===== src/rtl/shift_seq_pkg.sv =====
// rtl/shift_seq_pkg.sv - shared states, op bit positions and shift-function codes for shift_sequencer
package shift_seq_pkg;

  typedef enum logic [1:0] {
    IDLE  = 2'd0,
    ISSUE = 2'd1,
    WAIT  = 2'd2,
    DONE  = 2'd3
  } seq_state_e;

  localparam int OP_DIR_BIT  = 0;
  localparam int OP_PORT_BIT = 1;

  localparam logic [1:0] FUN_A_RIGHT = 2'b00;
  localparam logic [1:0] FUN_A_LEFT  = 2'b01;
  localparam logic [1:0] FUN_B_RIGHT = 2'b10;
  localparam logic [1:0] FUN_B_LEFT  = 2'b11;

  // Shift unit function code is {port select, direction}.
  function automatic logic [1:0] op_to_fun(input logic [1:0] op);
    return {op[OP_PORT_BIT], op[OP_DIR_BIT]};
  endfunction

endpackage


===== src/rtl/shift_seq_if.sv =====
// rtl/shift_seq_if.sv - request/result handshake bundle between command decoder and shift_sequencer
interface shift_seq_if #(
  parameter int DATA_WIDTH = 16,
  parameter int AMT_WIDTH  = 5
);
  logic                  req_valid;
  logic                  req_ready;
  logic [1:0]            req_op;
  logic [DATA_WIDTH-1:0] req_data;
  logic [AMT_WIDTH-1:0]  req_amt;
  logic                  res_valid;
  logic                  res_ready;
  logic [DATA_WIDTH-1:0] res_data;
  logic                  res_err;

  modport master (
    output req_valid, req_op, req_data, req_amt, res_ready,
    input  req_ready, res_valid, res_data, res_err
  );

  modport slave (
    input  req_valid, req_op, req_data, req_amt, res_ready,
    output req_ready, res_valid, res_data, res_err
  );
endinterface


===== src/rtl/shift_amount_counter.sv =====
// rtl/shift_amount_counter.sv - loadable down-counter of remaining shift steps, saturating at zero
module shift_amount_counter #(
  parameter int AMT_WIDTH = 5
) (
  input  logic                 clk,
  input  logic                 rst,
  input  logic                 i_load,
  input  logic [AMT_WIDTH-1:0] i_load_val,
  input  logic                 i_dec,
  output logic [AMT_WIDTH-1:0] o_count,
  output logic                 o_zero
);

  localparam logic [AMT_WIDTH-1:0] AMT_ONE = AMT_WIDTH'(1);

  logic [AMT_WIDTH-1:0] r_count;

  // Load wins over decrement; decrement stops at zero so the count never wraps.
  always_ff @(posedge clk) begin
    if (rst) begin
      r_count <= '0;
    end else if (i_load) begin
      r_count <= i_load_val;
    end else if (i_dec && (r_count != '0)) begin
      r_count <= r_count - AMT_ONE;
    end
  end

  assign o_count = r_count;
  assign o_zero  = (r_count == '0);

endmodule


===== src/rtl/shift_sequencer.sv =====
// rtl/shift_sequencer.sv - iterates the 1-bit registered shift unit for multi-position shifts (option: SHIFT_SEQ_FASTPATH_EN)
module shift_sequencer
  import shift_seq_pkg::*;
#(
  parameter int DATA_WIDTH = 16,
  parameter int AMT_WIDTH  = 5
) (
  input  logic                  clk,
  input  logic                  rst,
  shift_seq_if.slave            bus,
  output logic                  busy,
  output logic                  sh_en,
  output logic [1:0]            sh_fun,
  output logic [DATA_WIDTH-1:0] sh_a,
  output logic [DATA_WIDTH-1:0] sh_b,
  input  logic [DATA_WIDTH-1:0] sh_out,
  input  logic                  sh_flag
);

  localparam logic [AMT_WIDTH-1:0] AMT_ONE = AMT_WIDTH'(1);

  seq_state_e            r_state;
  seq_state_e            w_next;
  logic [1:0]            r_op;
  logic [DATA_WIDTH-1:0] r_work;
  logic                  r_err;
  logic                  w_load;
  logic                  w_dec;
  logic [AMT_WIDTH-1:0]  w_count;
  logic                  w_zero;
  logic                  w_fast;
  logic [1:0]            w_fun;
  logic                  w_drive_a;
  logic                  w_drive_b;

`ifdef SHIFT_SEQ_FASTPATH_EN
  localparam logic [AMT_WIDTH:0] DW_AMT = DATA_WIDTH[AMT_WIDTH:0];
  // Any amount of DATA_WIDTH or more shifts every bit out, so the answer is known up front.
  assign w_fast = ({1'b0, bus.req_amt} >= DW_AMT);
`else
  assign w_fast = 1'b0;
`endif

  shift_amount_counter #(
    .AMT_WIDTH (AMT_WIDTH)
  ) u_cnt (
    .clk        (clk),
    .rst        (rst),
    .i_load     (w_load),
    .i_load_val (bus.req_amt),
    .i_dec      (w_dec),
    .o_count    (w_count),
    .o_zero     (w_zero)
  );

  // State register.
  always_ff @(posedge clk) begin
    if (rst) begin
      r_state <= IDLE;
    end else begin
      r_state <= w_next;
    end
  end

  // Next state and handshake/strobe outputs.
  always_comb begin
    w_next        = r_state;
    bus.req_ready = 1'b0;
    bus.res_valid = 1'b0;
    sh_en         = 1'b0;
    w_load        = 1'b0;
    w_dec         = 1'b0;
    case (r_state)
      IDLE: begin
        bus.req_ready = !rst;
        if (bus.req_valid && !rst) begin
          w_load = 1'b1;
          w_next = ((bus.req_amt == '0) || w_fast) ? DONE : ISSUE;
        end
      end
      ISSUE: begin
        // A zero count here would mean nothing left to do; never pulse the unit for it.
        sh_en  = !w_zero;
        w_next = w_zero ? DONE : WAIT;
      end
      WAIT: begin
        w_dec  = 1'b1;
        w_next = (w_count == AMT_ONE) ? DONE : ISSUE;
      end
      DONE: begin
        bus.res_valid = 1'b1;
        if (bus.res_ready) begin
          w_next = IDLE;
        end
      end
      default: w_next = IDLE;
    endcase
  end

  // Work register, latched op and sticky error flag.
  always_ff @(posedge clk) begin
    if (rst) begin
      r_op   <= '0;
      r_work <= '0;
      r_err  <= 1'b0;
    end else begin
      case (r_state)
        IDLE: begin
          if (w_load) begin
            r_op   <= bus.req_op;
            r_work <= w_fast ? '0 : bus.req_data;
            r_err  <= 1'b0;
          end
        end
        WAIT: begin
          r_work <= sh_out;
          if (!sh_flag) begin
            r_err <= 1'b1;
          end
        end
        DONE: begin
          if (bus.res_ready) begin
            r_err <= 1'b0;
          end
        end
        default: begin
        end
      endcase
    end
  end

  assign w_fun     = op_to_fun(r_op);
  assign w_drive_a = (w_fun == FUN_A_RIGHT) || (w_fun == FUN_A_LEFT);
  assign w_drive_b = (w_fun == FUN_B_RIGHT) || (w_fun == FUN_B_LEFT);

  // Operands and function are only presented during the enable pulse; otherwise both ports idle at 0.
  assign sh_fun = sh_en ? w_fun : 2'b00;
  assign sh_a   = (sh_en && w_drive_a) ? r_work : '0;
  assign sh_b   = (sh_en && w_drive_b) ? r_work : '0;

  assign busy         = (r_state != IDLE);
  assign bus.res_data = (r_state == DONE) ? r_work : '0;
  assign bus.res_err  = (r_state == DONE) ? r_err : 1'b0;

endmodule


===== src/flat_wrapper.sv =====
// flat-port wrapper written by rule: the top's interface ports become plain ports
module shift_sequencer_flat import shift_seq_pkg::*;
#(
  parameter int DATA_WIDTH = 16,
  parameter int AMT_WIDTH  = 5
)
  (clk, rst, busy, sh_en, sh_fun, sh_a, sh_b, sh_out, sh_flag, bus_req_valid, bus_req_op, bus_req_data, bus_req_amt, bus_res_ready, bus_req_ready, bus_res_valid, bus_res_data, bus_res_err);
  shift_seq_if #(.DATA_WIDTH(DATA_WIDTH), .AMT_WIDTH(AMT_WIDTH)) bus_i ();
  input  logic clk;
  input  logic rst;
  output logic busy;
  output logic sh_en;
  output logic [1:0] sh_fun;
  output logic [DATA_WIDTH-1:0] sh_a;
  output logic [DATA_WIDTH-1:0] sh_b;
  input  logic [DATA_WIDTH-1:0] sh_out;
  input  logic sh_flag;
  input wire logic [$bits(bus_i.req_valid)-1:0] bus_req_valid;
  input wire logic [$bits(bus_i.req_op)-1:0] bus_req_op;
  input wire logic [$bits(bus_i.req_data)-1:0] bus_req_data;
  input wire logic [$bits(bus_i.req_amt)-1:0] bus_req_amt;
  input wire logic [$bits(bus_i.res_ready)-1:0] bus_res_ready;
  output wire logic [$bits(bus_i.req_ready)-1:0] bus_req_ready;
  output wire logic [$bits(bus_i.res_valid)-1:0] bus_res_valid;
  output wire logic [$bits(bus_i.res_data)-1:0] bus_res_data;
  output wire logic [$bits(bus_i.res_err)-1:0] bus_res_err;
  assign bus_i.req_valid = bus_req_valid;
  assign bus_i.req_op = bus_req_op;
  assign bus_i.req_data = bus_req_data;
  assign bus_i.req_amt = bus_req_amt;
  assign bus_i.res_ready = bus_res_ready;
  assign bus_req_ready = bus_i.req_ready;
  assign bus_res_valid = bus_i.res_valid;
  assign bus_res_data = bus_i.res_data;
  assign bus_res_err = bus_i.res_err;
  shift_sequencer #(.DATA_WIDTH(DATA_WIDTH), .AMT_WIDTH(AMT_WIDTH)) u_core (.clk(clk), .rst(rst), .bus(bus_i), .busy(busy), .sh_en(sh_en), .sh_fun(sh_fun), .sh_a(sh_a), .sh_b(sh_b), .sh_out(sh_out), .sh_flag(sh_flag));
endmodule

===== config.mk =====
export PLATFORM = sky130hd
export DESIGN_NAME = shift_sequencer_flat
export DESIGN_NICKNAME = d
export VERILOG_FILES = /design/src/rtl/shift_seq_pkg.sv /design/src/rtl/shift_seq_if.sv /design/src/rtl/shift_amount_counter.sv /design/src/rtl/shift_sequencer.sv /design/src/flat_wrapper.sv
export SDC_FILE = /design/constraint.sdc
export NUM_CORES = 1
export LEC_CHECK = 0
export CAP_MARGIN = 40
export CORE_MARGIN = 3
export CORE_UTILIZATION = 41
export CTS_CLUSTER_DIAMETER = 150
export DETAILED_ROUTE_END_ITERATION = 8
export GPL_ROUTABILITY_DRIVEN = 0
export PLACE_DENSITY = 0.83
export SKIP_LAST_GASP = 1
export SLEW_MARGIN = 20
export SYNTH_ARGS = -nofsm -noshare
export SYNTH_HDL_FRONTEND = slang
export SYNTH_SLANG_ARGS = --single-unit

===== constraint.sdc =====
create_clock -name clk -period 4.9 [get_ports clk]
set_clock_uncertainty 0.2 [all_clocks]
set_input_delay 0.735 -clock clk [delete_from_list [all_inputs] [get_ports clk]]
set_output_delay 0.735 -clock clk [all_outputs]
set_load 0.01 [all_outputs]

======== Word-level counts from Yosys, hierarchy flattened ========
Index checks and enable logic that the tools add are counted.
word-level totals
  latch bits .............................. 0
  logic and storage cells ................. 63
  bits in read-only memories .............. 0
  output and inout port bits .............. 55
  memories ................................ 0
  input port bits ......................... 44
  bits in registers ....................... 26
  memory bits (writable) .................. 0
operators by class
  $add $sub $neg .......................... 1
  shifts and indexed selects .............. 0
  muxes and demuxes ....................... 25
  bitwise operators ....................... 0
  reduce and logical (&&, ||, !) cells .... 21
  $mul .................................... 0
  equality and inequality tests ........... 11
  $lt $le $gt $ge ......................... 0
  div/mod/pow operators ................... 0
operators with widths
  cell                 number
  $mux 16              4
  $pmux 16 s2          1
  $mux 1               11
  $logic_not 5->1      2
  $mux 2               5
  $mux 5               2
  $eq 2x2->1 const B   4
  $pmux 2 s4           1
  $ne 2x2->1 const B   3
  $reduce_and 2->1     3
  $reduce_bool 2->1    3
  $eq 5x1->1 const B   1
  $reduce_bool 5->1    1
  $sub 5x1->5 const B  1
  $eq 2x1->1 const B   2
  $logic_and 1x1->1    4
  $logic_not 2->1      2
  $reduce_and 4->1     1
  $pmux 1 s3           1
  $reduce_bool 3->1    1
  $logic_not 1->1      2
  $logic_or 1x1->1     2
  $ne 2x1->1 const B   1

======== Logic depth before layout (Yosys ltp) ========
Gate-level depths: netlist (run 1).
  depth in word-level cells ............... 6
  mapped depth ............................ 8
  gate-level depth less buffers ........... 6

======== Hierarchy ========
Synthesis (run 1) repeated with hierarchy kept, for this count alone.
unflattened totals
  cells, all modules ...................... 223
  area total of the unflattened synthesis .. 1680.4 um2
by module, submodules not included
  module                cells each  seq. area each (um2)  instances  area an instance (um2)
  shift_sequencer       186         420.4                 1          1353.8
  shift_amount_counter  37          100.1                 1          326.6

======== Least setup slack after synthesis (run 1) ========
OpenSTA, ideal clock, no wires.
  path type ............................... register to output
  start ................................... reg u_core.u_cnt.r_count[0], in the netlist u_core.u_cnt.o_count[0]
  end ..................................... out sh_b[10]
  required time ........................... 3.965 ns
  data arrival time ....................... 1.665 ns
  cell stages (with the launch flop) ...... 9
  path buffers ............................ 3
  setup slack ............................. 2.300 ns
  cells stage by stage .................... dfxtp_1 inv_1 ha_1 or4b_1 buf_2 and3_4 buf_6 buf_6 and2_1
between the ends
  cells in the longest elaborated chain, start to end .. 5
ends and longest elaborated chain
  element                   RTL line                    source
  start: declaration        shift_amount_counter.sv:16  logic [AMT_WIDTH-1:0] r_count;
  start signal: assignment  shift_amount_counter.sv:23  r_count <= i_load_val;
  start signal: assignment  shift_amount_counter.sv:25  r_count <= r_count - AMT_ONE;
  $logic_not 5->1           shift_amount_counter.sv:30  assign o_zero = (r_count == '0);
  $logic_not 1->1           shift_sequencer.sv:83       sh_en = !w_zero;
  $mux 1                    shift_sequencer.sv:73       case (r_state)
  $logic_and 1x1->1         shift_sequencer.sv:139      assign sh_b = (sh_en && w_drive_b) ? r_work : '0;
  $mux 16                   shift_sequencer.sv:139
  end: declaration          flat_wrapper.sv:15          output logic [DATA_WIDTH-1:0] sh_b;
Every way passes these cells.

======== Worst setup path after layout (run 1) ========
  start ................................... reg u_core.r_state[0]
  end ..................................... out sh_a[15]
between the ends
  cells in the longest elaborated chain, start to end .. 4
ends and longest elaborated chain
  element                   RTL line                source
  start: declaration        shift_sequencer.sv:22   seq_state_e r_state;
  start signal: assignment  shift_sequencer.sv:61   r_state <= w_next;
  $eq 2x1->1                shift_sequencer.sv:73
  $mux 1                    shift_sequencer.sv:73
  $logic_and 1x1->1         shift_sequencer.sv:138  assign sh_a = (sh_en && w_drive_a) ? r_work : '0;
  $mux 16                   shift_sequencer.sv:138
  end: declaration          flat_wrapper.sv:14      output logic [DATA_WIDTH-1:0] sh_a;
Every way passes these cells.

==> results of run 1 <==
cell usage in the layout, fill, tap and decap left out, types with 3 or more instances in the layout:
master / synthesis / layout
buf_4: 0 / 3
ha_1: 3 / 3
and2_1: 33 / 33
nand3_1: 3 / 3
and3_1: 19 / 19
clkbuf_8: 0 / 4
a211oi_1: 19 / 19
inv_1: 5 / 5
clkdlybuf4s50_1: 0 / 98
dfxtp_1: 26 / 26
nor3_1: 3 / 3
nor2_1: 23 / 23
mux2i_1: 16 / 16
nand2_1: 7 / 7
path summary, 6_finish.rpt:
check	from	endpoint	depth (start not counted)
hold / removal	u_core.r_op[0]	u_core.r_op[0]	2
setup / recovery	u_core.r_state[0]	sh_a[15]	5
hold reg to reg	u_core.r_op[0]	u_core.r_op[0]	2
setup reg to reg	u_core.r_state[1]	u_core.u_cnt.o_count[2]	5
worst register-to-register path: cells and delay by family, from the launching register on:
family	cells	cell delay [ns]
multiplexers	1	0.29
flip-flops	1	0.74
AND/OR/NAND/NOR	2	0.41
buffers and inverters	1	0.34
AO/OA/AOI/OAI	1	0.24
kinds of logic after synthesis:
kind of cell	after synthesis	share of synthesized area
mux	18	0.109
compound gates	30	0.133
flops	26	0.311
xor+xnor	2	0.0105
buf+inv	23	0.0680
simple gates	102	0.347
fa+ha+maj	3	0.0224
through the flow:
stage                     cells  hold slack, ns  total power [W]   util  cell area [sq um]
after floorplan             204           0.245         0.000384      -               1680
after global routing        339           0.305         0.000634  0.712               2710
after global placement      335           0.266         0.000462  0.698               2650
after detailed placement    335           0.270         0.000468  0.698               2650
final                       339           0.285         0.000598  0.712               2710
after CTS                   339           0.285         0.000606  0.712               2710
layout make-up:
type	count	area share
tap	48	0.0222
multi-input combinational	155	0.387
clock buffer	4	0.0204
timing repair buffer	101	0.371
inverter	5	0.00694
sequential	26	0.192
flip-flops by register name (all words and copies together), names as in the netlist:
register / flops
u_core.r_err: 1
u_core.r_state: 2
u_core.u_cnt.o_count: 5
u_core.r_work: 16
u_core.r_op: 2
routing by layer:
metal  vias to the layer above  wire length (um)
li1                        887                 -
met1                       768              1930
met2                        62              2370
met3                         2               396
met4                         0                30
met5                         -                 0
power groups by stage:
stage                     clock (W)  sequential, W  combinational [W]
after floorplan                   0       0.000258           0.000126
after global placement            0       0.000272           0.000190
after detailed placement          0       0.000273           0.000195
after CTS                  0.000143       0.000268           0.000195
after global routing       0.000149       0.000273           0.000212
final                      0.000138       0.000268           0.000192
==> out/results.tsv, run 1 <==
stage	metric	value	unit
final_layout	n_fill_cell	327	
worst_setup_path	path_delay_family	simple AND/OR/NAND/NOR gates	
clock_tree	clkSinkCount	26	
yosys	synth_common_cells	and2_1, dfxtp_1, nor2_1	
pwr	pwr-share-comb	0.321	
clock_tree	hold_buffers	0	
placement	dp_hpwl	3560	um
sta	maxSlewHeadroom	0.539	
run	drv_cap	0	
final_layout	diodes	0	
global_routing	grt_pass1_vias	1633	
yosys	syn_inst	204	
worst_setup_path	endpoint_kind	primary output	
yosys	synth_fp_nets	251	
sta	finalHoldViolCount	0	
yosys	synth_ff_type	dfxtp_1	
clock_tree	post_cts_buffers	0	
yosys	synthArstFlopShare	0	
global_routing	grt.overflow.total	0	
yosys	synth_most_common_cell	and2_1	
yosys	synth_area_leaders	dfxtp_1, and2_1, mux2i_1, a211oi_1, and3_1	
global_routing	busiest_layer	met2	
global_routing	use_met3	0.0590	
pwr	p_int	0.000414	W
sta	timing.fmax	281	MHz
yosys	ys_types	36	
die	start_util	0.441	
yosys	netlist_area	1680	sq um
worst_setup_path	crit_chain	nor2b_1 -> and2_4 -> nor2b_4 -> and2_1 -> clkdlybuf4s50_1	
pwr	power_density	221	nW/um^2
worst_setup_path	rrSetupSlack	2.58	ns
global_routing	grt_max_degree	34	
detailed_routing	drc_errors	0	
pwr	leakage	1.05	nW
sta	fin_crit_sh	0.726	
pwr	switchingPower	0.000184	W
final_layout	areaGrowthSynthToFinish	61.5	%
clock_tree	numCtsBuffers	3	
final_layout	seqCellArea	520	sq um
global_routing	met2_usage	0.338	
die	die_w	69.9	um
die	io_pins	99	
clock_tree	htree_levels	1	
worst_setup_path	critPathMaxStageDelay	0.77	ns
yosys	synth_edf_count	0	
yosys	synth_area_per_cell	8.21	sq um
placement	detailedPlace.worstSlack	1.64	ns
die	core_area	3800	sq um
worst_setup_path	critical_path.max_fanout	24	
yosys	synth.yosys.seq_area_share	0.311	
sta	setup_viol	0	
die	die_y	69.9	um
status	outcome	finished, final reports clean	
clock_tree	cts_tree	built	
sta	rsz0062_at_grt	false	
global_routing	grt_usage	0.190	
final_layout	drive_gt1_frac	0.0550	
yosys	ys.warnings.count	0	
detailed_routing	drt_iter0_drc	94	
worst_setup_path	cp.arrival	2.62	ns
detailed_routing	drt-vias-per-instance	5.07	
sta	fin_crit	3.56	ns
detailed_routing	dr.pass1.iters	4	
detailed_routing	ant_nets	0	
die	rows	22	
final_layout	nets	339	
detailed_routing	vias	1719	
clock_tree	clkTransAtPathRegs	0.09	ns
detailed_routing	routed_wl	4720	um
placement	port_buffers	98	
global_routing	use_met1	0.224	
sta	finalMaxSlewViolations	0	
global_routing	grt_pass1_wl	7760	um
yosys	synth_top_area_cell	dfxtp_1	
sta	worstMarginPinSlew	0.690	ns
worst_setup_path	critical_path_required	3.96	ns
worst_setup_path	slowest_stage	dfxtp_1	
clock_tree	post_cts_resized	0	
pwr	clkPwrFrac	0.230	
sta	fin_tns_setup	0	ns
final_layout	multi_input_area	1050	sq um
worst_setup_path	crit_buf_inv	1	
global_routing	antenna_found_initial	0	
detailed_routing	route.detailed.wl_per_inst	13.9	um
worst_setup_path	path_class	reg2out	
yosys	synth_top_area_frac	0.311	
pwr	switching_share	0.307	
yosys	synth_seq_cells	26	
clock_tree	clk_path_buf_depth	2	
worst_setup_path	critPathLaunchType	flip-flop	
clock_tree	cts_root_buf	clkbuf_8	
pwr	pwr-share-seq	0.449	
sta	fin_ws	1.34	ns
clock_tree	clock_latency	0.27	ns
pwr	peakVddDrop	0.207	mV
worst_hold_path	hold_path.class	reg2reg	
die	die_area	4890	sq um
Power figures use the tool's default switching activity.
==> run 2: changes to the inputs <==
Settings changed: CORE_UTILIZATION 41 to 38, PLACE_DENSITY 0.83 to 0.78.
Clock period 4.9 ns to 3.3 ns, I/O delays scaled along.
==> run 2 against run 1 <==
Clock power rose by 48%. Die area rose by 7.2%. Wire length rose by 5.4%.
==> out/results.tsv, run 2 (synthesis gave the netlist of run 1 again) <==
stage	metric	value	unit
die	core_area	4120	sq um
final_layout	areaGrowthSynthToFinish	64.1	%
global_routing	grt_usage	0.188	
final_layout	largest_register_ffs	16	
global_routing	grt.overflow.total	0	
clock_tree	htree_levels	1	
clock_tree	clkSinkCount	26	
detailed_routing	ant_nets	0	
clock_tree	clkTransAtPathRegs	0.09	ns
final_layout	mostFrequentLayoutCell	clkdlybuf4s50_1	
die	start_util	0.407	
final_layout	top_register	u_core.r_work	
clock_tree	clock_latency	0.27	ns
sta	fin_tns_setup	0	ns
clock_tree	cts_tree	built	
detailed_routing	drt-vias-per-instance	5.05	
worst_setup_path	critPathLaunchType	flip-flop	
placement	dp_hpwl	3750	um
final_layout	layout_common_cells	clkdlybuf4s50_1, and2_1, dfxtp_1, nor2_1	
detailed_routing	routed_wl	4980	um
die	rows	23	
detailed_routing	dr.pass1.iters	4	
run	drv_cap	0	
worst_setup_path	critical_path.max_fanout	7	
detailed_routing	route.detailed.wl_per_inst	14.4	um
die	die_area	5240	sq um
worst_hold_path	hold_path.class	reg2reg	
global_routing	antenna_found_initial	0	
clock_tree	cts_root_buf	clkbuf_8	
status	outcome	finished, final reports clean	
sta	timing.fmax	320	MHz
pwr	power_density	330	nW/um^2
global_routing	grt_pass1_vias	1731	
sta	finalHoldViolCount	0	
die	die_w	72.4	um
detailed_routing	drc_errors	0	
final_layout	n_fill_cell	379	
worst_setup_path	critical_path_required	2.60	ns
pwr	peakVddDrop	0.173	mV
pwr	leakage	1.08	nW
clock_tree	hold_buffers	0	
final_layout	drive_gt1_frac	0.0743	
sta	maxSlewHeadroom	0.543	
sta	finalMaxSlewViolations	0	
final_layout	nets	344	
detailed_routing	drt_iter0_drc	56	
final_layout	fin_util	0.668	
sta	rsz0062_at_grt	false	
clock_tree	clk_path_buf_depth	2	
worst_setup_path	endpoint_kind	primary output	
placement	port_buffers	98	
final_layout	diodes	0	
worst_setup_path	path_class	reg2out	
sta	fin_crit_sh	0.948	
sta	worstMarginPinSlew	0.682	ns
detailed_routing	vias	1746	
worst_setup_path	cp.arrival	2.43	ns
sta	fin_crit	3.13	ns
global_routing	grt_max_degree	34	
die	die_y	72.4	um
die	io_pins	99	
global_routing	grt_pass1_wl	7890	um
clock_tree	numCtsBuffers	3	
sta	setup_viol	0	
run 2: cell types whose count changed in the layout (fill, tap and decap cells not counted):
cell,change
or4b_1,-1
buf_4,+5
or4b_4,+1
run 2: path summary, 6_finish.rpt:
| kind | from | to | slack (ns) | cells after the start |
|---|---|---|---|---|
| setup reg to reg | u_core.r_state[1] | u_core.r_err | 1.01 | 5 |
| hold / removal | u_core.r_op[0] | u_core.r_op[0] | 0.28 | 2 |
| hold reg to reg | u_core.r_op[0] | u_core.r_op[0] | 0.28 | 2 |
| setup / recovery | u_core.u_cnt.o_count[0] | sh_a[12] | 0.17 | 8 |
run 2: worst max-delay path, cell delays in order (launching register included):
cell and delay (ns):
dfxtp_1 0.35, inv_1 0.09, ha_1 0.13, or4b_4 0.51, and2_4 0.17, nor2b_4 0.12, buf_4 0.16, and2_1 0.15
clkdlybuf4s50_1 0.48
run 2: what timing repair did:
| item | in CTS | in global routing |
|---|---|---|
| buffers inserted | 0 | 3 |
| gates resized for setup | 0 | 1 |
| setup endpoints to repair | 0 | 16 |
run 2: metal layers:
| layer | vias to the layer above | GRT usage | share of wire |
|---|---|---|---|
| met2 | 58 | 0.337 | 0.50 |
| met4 | 0 | 0.0553 | 0.013 |
| met1 | 792 | 0.224 | 0.41 |
| met3 | 6 | 0.0429 | 0.068 |
| li1 | 890 | - | - |
| met5 | - | 0 | 0 |
run 2: through the flow:
stage / cell area [sq um] / total power, W / hold slack, ns / setup WS (ns) / std cells
after CTS: 2720 / 0.000905 / 0.276 / 0.127 / 343
after floorplan: 1680 / 0.000570 / 0.245 / 0.940 / 204
after global placement: 2670 / 0.000694 / 0.260 / 0.493 / 339
after global routing: 2750 / 0.000967 / 0.299 / 0.0488 / 346
final: 2750 / 0.000908 / 0.277 / 0.172 / 346
after detailed placement: 2670 / 0.000702 / 0.262 / 0.441 / 339
run 2: final cells by class:
cell class	count	area [sq um]	share of cell area
inverter	5	18.8	0.00683
clock buffer	4	55.1	0.0200
sequential	26	520	0.189
timing repair buffer	106	1040	0.379
tap	50	62.6	0.0228
multi-input combinational	155	1050	0.382
run 2: where the power goes:
group / switching (W) / internal, W / total (W)
clock: 0.0000971 / 0.000107 / 0.000204
combinational: 0.000151 / 0.000171 / 0.000322
sequential: 0.0000313 / 0.000352 / 0.000383
total: 0.000279 / 0.000629 / 0.000908
